===== src/rtl/score_lives.sv =====
// Game-level score and lives keeper: BCD kill score, breach-driven life loss,
// the idle/play/over FSM that drives gameover, and a session high score.
module score_lives #(
   parameter int unsigned N_ENEMY      = 8,
   parameter int unsigned BREACH_Y     = 440,
   parameter int unsigned START_LIVES  = 3,
   parameter int unsigned SCORE_DIGITS = 4
) (
   input  logic                      clk,
   input  logic                      reset_n,
   input  logic                      start,
   input  logic                      killed,
   input  logic [N_ENEMY-1:0]        enemy_alive,
   input  logic [8:0]                enemy_y [N_ENEMY],
   output logic                      gameover,
   output logic                      playing,
   output logic [2:0]                lives,
   output logic                      life_lost,
   output logic [4*SCORE_DIGITS-1:0] score,
   output logic [4*SCORE_DIGITS-1:0] high_score
);
   localparam int unsigned SW        = 4 * SCORE_DIGITS;
   localparam int unsigned CntW      = $clog2(N_ENEMY + 1) + 3;
   localparam logic [8:0]  BreachRow = 9'(BREACH_Y);
   localparam logic [2:0]  LivesInit = 3'(START_LIVES);

   typedef enum logic [1:0] {StIdle, StPlay, StOver} state_e;

   state_e             state_q, state_d;
   logic [2:0]         lives_q, lives_d;
   logic               life_lost_q, life_lost_d;
   logic [SW-1:0]      score_q, score_d, high_q, high_d, score_inc;
   logic [N_ENEMY-1:0] breach_prev_q, breach_prev_d, breach_now, breach_new;
   logic [CntW-1:0]    n_new;
   logic               score_full, carry;

   // Only rising breach flags cost a life; a slot must leave the zone to re-arm.
   always_comb begin
      breach_now = '0;
      n_new      = '0;
      for (int unsigned i = 0; i < N_ENEMY; i++) begin
         breach_now[i] = enemy_alive[i] && (enemy_y[i] >= BreachRow);
      end
      breach_new = breach_now & ~breach_prev_q;
      for (int unsigned i = 0; i < N_ENEMY; i++) begin
         n_new = n_new + CntW'(breach_new[i]);
      end
   end

   always_comb begin
      score_full = 1'b1;
      score_inc  = score_q;
      carry      = 1'b1;
      for (int unsigned d = 0; d < SCORE_DIGITS; d++) begin
         if (score_q[4*d +: 4] != 4'd9) score_full = 1'b0;
         if (carry) begin
            if (score_q[4*d +: 4] == 4'd9) begin
               score_inc[4*d +: 4] = 4'd0;
            end else begin
               score_inc[4*d +: 4] = score_q[4*d +: 4] + 4'd1;
               carry               = 1'b0;
            end
         end
      end
   end

   always_comb begin
      state_d       = state_q;
      lives_d       = lives_q;
      life_lost_d   = 1'b0;
      score_d       = score_q;
      high_d        = high_q;
      breach_prev_d = breach_prev_q;
      case (state_q)
         StIdle, StOver: begin
            if (start) begin
               state_d       = StPlay;
               lives_d       = LivesInit;
               score_d       = '0;
               breach_prev_d = '0;
            end
         end
         StPlay: begin
            breach_prev_d = breach_now;
            if (killed && !score_full) score_d = score_inc;
            if (n_new >= CntW'(lives_q)) lives_d = '0;
            else                         lives_d = lives_q - 3'(n_new);
            life_lost_d = (n_new != '0);
            // The final-cycle kill is already in score_d, so it counts for the best score.
            if (lives_d == '0) begin
               state_d = StOver;
               if (score_d > high_q) high_d = score_d;
            end
         end
         default: state_d = StIdle;
      endcase
   end

   always_ff @(posedge clk) begin
      if (!reset_n) begin
         state_q       <= StIdle;
         lives_q       <= '0;
         life_lost_q   <= 1'b0;
         score_q       <= '0;
         high_q        <= '0;
         breach_prev_q <= '0;
      end else begin
         state_q       <= state_d;
         lives_q       <= lives_d;
         life_lost_q   <= life_lost_d;
         score_q       <= score_d;
         high_q        <= high_d;
         breach_prev_q <= breach_prev_d;
      end
   end

   assign gameover   = (state_q == StOver);
   assign playing    = (state_q == StPlay);
   assign lives      = lives_q;
   assign life_lost  = life_lost_q;
   assign score      = score_q;
   assign high_score = high_q;

endmodule


===== config.mk =====
export PLATFORM = sky130hd
export DESIGN_NAME = score_lives
export DESIGN_NICKNAME = d
export VERILOG_FILES = /design/src/rtl/score_lives.sv
export SDC_FILE = /design/constraint.sdc
export NUM_CORES = 1
export LEC_CHECK = 0
export BUFFER_PORTS_ARGS = -buffer_cell sky130_fd_sc_hd__clkbuf_2
export CAP_MARGIN = 20
export CORE_UTILIZATION = 49
export DETAILED_ROUTE_END_ITERATION = 8
export GPL_ROUTABILITY_DRIVEN = 1
export PLACE_DENSITY = 0.81
export SETUP_SLACK_MARGIN = 0.02
export SLEW_MARGIN = 20
export SYNTH_ARGS = -nofsm -noshare
export SYNTH_HDL_FRONTEND = slang
export SYNTH_SLANG_ARGS = --single-unit
export TNS_END_PERCENT = 50

===== constraint.sdc =====
create_clock -name clk -period 6.36 [get_ports clk]
set_input_delay 1.272 -clock clk [delete_from_list [all_inputs] [get_ports clk]]
set_output_delay 1.272 -clock clk [all_outputs]
set_load 0.02 [all_outputs]

# Word level (Yosys, flattened, before mapping)

Index checks and enable logic that the tools add are counted.

Word-level logic and storage cells: 90
Input bits: 84
Output and inout port bits: 38
Register bits after elaboration: 46

Equality and inequality tests: 12
$lt $le $gt $ge: 10
Add/subtract/negate cells: 12
Bitwise operators: 2
Multiplexer cells: 29
Reductions and logical operators: 19

Operators by type and width:

| operator                                                       | number |
|---|---|
| 9-bit >= comparator (second input constant)                    | 8 |
| 16-bit two-way mux                                             | 3 |
| 16-bit one-hot mux with 2 select lines                         | 1 |
| 4-bit two-way mux                                              | 7 |
| 4-bit by 1-bit adder with 4-bit output (second input constant) | 4 |
| 4-bit equality test (second input constant)                    | 4 |
| 16-bit greater-than comparator                                 | 1 |
| 4-bit inequality test (second input constant)                  | 4 |
| 8-bit one-hot mux with 2 select lines                          | 1 |
| 1-bit logical AND                                              | 9 |
| 1-bit two-way mux                                              | 9 |
| 3-bit two-way mux                                              | 3 |
| 8-bit AND                                                      | 1 |
| 8-bit two-way mux                                              | 1 |
| 8-bit NOT                                                      | 1 |
| 6-bit by 1-bit adder with 7-bit output                         | 1 |
| 7-bit by 1-bit adder with 7-bit output                         | 1 |
| 7-bit by 3-bit >= comparator with 1-bit output                 | 1 |
| 7-bit nonzero test                                             | 1 |
| 5-bit by 1-bit adder with 6-bit output                         | 1 |
| 3-bit one-hot mux with 2 select lines                          | 1 |
| 2-bit AND reduction                                            | 3 |
| 4-bit by 1-bit adder with 5-bit output                         | 1 |
| 3-bit by 1-bit adder with 4-bit output                         | 1 |
| 15 further kinds                                               | 16 |

# Longest topological paths before layout

Depth after elaboration: 16
Gate-level depth with buffers: 17

# Least setup slack after synthesis

Ideal clock, no wire load.

Kind: input to register
Start point: in enemy_y[68] (netlist name)
End point: reg high_q[3], in the netlist high_score[3]
Required time: 6.288 ns
Setup time: 0.072 ns
Path slack: 0.497 ns
Stages: 17
Arrival: 5.792 ns
Cell sequence: a31oi_1 -> or3_1 -> fa_1 -> fa_1 -> inv_1 -> fa_1 -> ha_1 -> fa_1 -> inv_1 -> fa_1 -> xor2_1 -> nor3b_1 -> o21a_1 -> o21ai_0 -> nor2_1 -> buf_6 -> mux2i_1

Word-level cells in the longest chain between the ends: 15
Elaborated cells between the ends (all ways): 16

Ends and longest elaborated chain:

| item                                                                               | line   | RTL |
|---|---|---|
| start: declaration                                                                 | 14     | `input logic [8:0] enemy_y [N_ENEMY],` |
| 9-bit >= comparator (*)                                                            | 42     | `breach_now[i] = enemy_alive[i] && (enemy_y[i] >= BreachRow);` |
| 1-bit logical AND (*)                                                              | 42     |  |
| 8-bit AND (*)                                                                      | 44     | `breach_new = breach_now & ~breach_prev_q;` |
| 1-bit by 1-bit adder with 2-bit output (*)                                         | 46     | `n_new = n_new + CntW'(breach_new[i]);` |
| 2-bit by 1-bit adder with 3-bit output (*)                                         | 46     |  |
| 3-bit by 1-bit adder with 4-bit output (*)                                         | 46     |  |
| 4-bit by 1-bit adder with 5-bit output (*)                                         | 46     |  |
| 5-bit by 1-bit adder with 6-bit output (*)                                         | 46     |  |
| 6-bit by 1-bit adder with 7-bit output (*)                                         | 46     |  |
| 7-bit by 1-bit adder with 7-bit output (*)                                         | 46     |  |
| 7-bit by 3-bit >= comparator with 1-bit output or 3-bit subtractor (tied branches) | 86, 87 |  |
| 3-bit two-way mux (*)                                                              | 86     | `if (n_new >= CntW'(lives_q)) lives_d = '0;` |
| 3-bit two-way mux (*)                                                              | 74     | `case (state_q)` |
| 3-bit zero test (*)                                                                | 90     | `if (lives_d == '0) begin` |
| 3-bit AND reduction (no line) (*)                                                  | n/a    |  |
| end signal: assignment                                                             | 112    | `high_q <= high_d;` |
| end: declaration                                                                   | 32     | `logic [SW-1:0] score_q, score_d, high_q, high_d, score_inc;` |

Every way passes the cells marked *; elsewhere a longest branch is shown, timed or not. The select of a mux whose other input is x is not followed.
A chain may end at the register's enable or synchronous reset.

# Worst setup path in the final report

Start point: in enemy_y[68] (netlist name)
End point: reg high_q[11], in the netlist high_score[11]

Same word-level chain as after synthesis.

==> results_dict.tcl <==
set metrics [dict create \
    max_stage_delay_ns 0.54 \
    syn_nets 466 \
    cpMaxStageDelayCell "fa_1" \
    fin_crit_sh_pct 91.94 \
    switching_share_pct 34.16 \
    grt_start_max_net_pins 37 \
    io_buffers 97 \
    multiInputGateArea_um2 1849 \
    startpoint_type "input port" \
    gp_congestion 0.8399 \
    cts_resized 0 \
    p_leak_nw 1.698 \
    die_w_um 80.50 \
    die_h_um 80.50 \
    cp_data_arrival_time_ns 6.03 \
    fin_util_pct 61.03 \
    overflow 0 \
    drt-initial-drc-count 137 \
    grt_pass1_vias 2571 \
    dp_hpwl_um 5359 \
    power_density_nw_per_um2 215.9 \
    placed_cells 511 \
    cts_root_buffer "clkbuf_8" \
    fin_cells 519 \
    yosysSeqAreaShare_pct 30.50 \
    timing.hold.ws_ns 0.4519 \
    async_flop_share_pct 0 \
    cts_buffer_depth 2 \
    ant_nets 0 \
    crit_top_cell "fa_1" \
    critPathRequiredTime_ns 6.55 \
    drv_slew 0 \
    synth_ff_type "dfxtp_1" \
    internal_power_mw 0.5137 \
    clkPwrFrac_pct 27.8 \
    setup_viol 0 \
    initial_core_util_pct 50.99 \
    n_antenna_cell 0 \
    seqPwrFrac_pct 40.5 \
    core_um2 5921 \
    ys.warnings.count 0 \
    stdcell_area_um2 3613 \
    max_freq_mhz 171.0 \
    critPathMaxFanout 11 \
    clock-skew-final_ns 0.008567 \
    avgSynthCellArea_um2 8.553 \
    netlist_top_cells_count "dfxtp_1, nand2_1, inv_1" \
    cts_tree "done" \
    net-switching-power_mw 0.2665 \
    fillers 517 \
    power_frac_comb_pct 31.6 \
    routedWlPerCell_um 13.21 \
    insertion_delay_ns 0.31 \
    first_pass_iters 4 \
    synthCells 353 \
    clk_pin_slew_ns 0.08 \
    row_count 28 \
    clock-sinks 46 \
    synth.most_common_cell "dfxtp_1" \
    ios 122 \
    die_area_um2 6479 \
    vias 2869 \
    synth.distinct_cells 53 \
    nets 556 \
    yosysTopAreaCell "dfxtp_1" \
    yosysTopAreaCellShare_pct 30.50 \
    antenna_found_initial 0 \
    worst_pin_slew_ns 1.022 \
    endpoint_kind "register" \
    area_growth_pct 19.69 \
    syn-cell-area_um2 3019 \
    synth-edff-count 0 \
    grt_use_total_pct 22.86 \
    placed_cell_area_um2 3507 \
    vias_per_cell 5.528 \
    peakVddDrop_mv 0.1177 \
    grt_pass1_wl_um 11330 \
    cts-htree-levels 2 \
    finalCriticalPeriod_ns 5.848 \
    place_ws_ns 0.2002 \
    remaining_drc_errors 0 \
    ys_ff_latch 46 \
    status "finished, final reports clean" \
    cts_made_buffers 5 \
    worstSetupPathType "in2reg" \
    worstPathCellList "clkbuf_2 > a31oi_1 > or3_1 > fa_1 > fa_1 > inv_1 > fa_1 > ha_1 > fa_1 > inv_1 > fa_1 > xor2_1 > nor3b_1 > o21a_1 > o21ai_0 > nor2_1 > buf_4 > o21ai_0" \
    drv_cap 0 \
    max_slew_margin_pct 31.55 \
    drt-total-wl_um 6857 \
    rsz0062_at_grt "false" \
    cts_hold_buf 0 \
    hold_viol 0 \
    hp-class "reg2reg" \
    synth_area_leaders "dfxtp_1, ha_1, nand2_1" \
    finalPower_mw 0.7803 \
    post_cts_buffers 0 \
    regArea_um2 920.9 \
    drive_gt1_share_pct 27.03 \
    fin_setup_tns_ns 0 \
    fin_ws_ns 0.5124 \
]
==> logic make-up (layout without fill, tap and decap cells) <==
family	after synthesis	in the layout	share of synthesized area, %
buf+inv	52	143	8.247
simple gates	119	119	22.83
flops	46	46	30.50
xor+xnor	10	10	3.150
compound gates	94	94	21.01
mux	3	3	0.9947
fa+ha+maj	29	29	13.26
==> power groups by stage <==
stage	combinational [mW]	sequential, mW	clock [mW]
2_1_floorplan	0.158	0.336	0
3_3_place_gp	0.238	0.323	0
3_5_place_dp	0.244	0.323	0
4_1_cts	0.246	0.316	0.224
5_1_grt	0.277	0.318	0.237
6_report	0.247	0.316	0.217
==> area by class of cell <==
cell class | count | share of cell area (%)
Multi-Input combinational cell | 255 | 51.18
Inverter | 34 | 3.532
Tap cell | 75 | 2.597
Timing Repair Buffer | 101 | 14.27
Clock inverter | 1 | 0.8310
Clock buffer | 7 | 2.112
Sequential cell | 46 | 25.48
==> critical path: cells and delay by family <==
family | cells | cell delay (ns)
AO/OA/AOI/OAI | 4 | 0.58
AND/OR/NAND/NOR | 3 | 0.87
buffers and inverters | 4 | 0.41
adder cells (fa/ha/maj) | 6 | 2.72
XOR/XNOR | 1 | 0.18
==> flip-flops by register name, summed over array words and instances, names as in the netlist <==
name and count:
life_lost 1, high_score 16, score 16, state_q 2, breach_prev_q 8, lives 3
==> layout by cell type (no fill, tap or decap), drive strengths merged, types with 6 or more instances in the layout <==
| cell | instances |
|---|---|
| nor2 | 10 |
| a22o | 7 |
| o21ai | 25 |
| ha | 24 |
| a31oi | 7 |
| nand2 | 35 |
| o211a | 6 |
| nor2b | 11 |
| dfxtp | 46 |
| xnor2 | 7 |
| clkbuf | 104 |
| nand4 | 14 |
| o31ai | 8 |
| nand3 | 17 |
| a21oi | 20 |
| or3 | 6 |
| inv | 34 |
==> path summary, 6_finish.rpt <==
path / end / slack [ns] / cells after the start / startpoint
worst max-delay path: high_score[11] / 0.51 / 18 / enemy_y[68]
worst min-delay path: breach_prev_q[1] / 0.45 / 2 / breach_prev_q[1]
worst max register to register: high_score[11] / 1.31 / 16 / breach_prev_q[0]
worst min register to register: breach_prev_q[1] / 0.45 / 2 / breach_prev_q[1]
==> routing by layer <==
layer / GRT usage [%] / wire length (um)
met5: 0 / 0
met4: 6.786 / 101
met3: 4.659 / 492
met2: 40.42 / 3416
met1: 27.59 / 2846
Power figures use the tool's default switching activity.
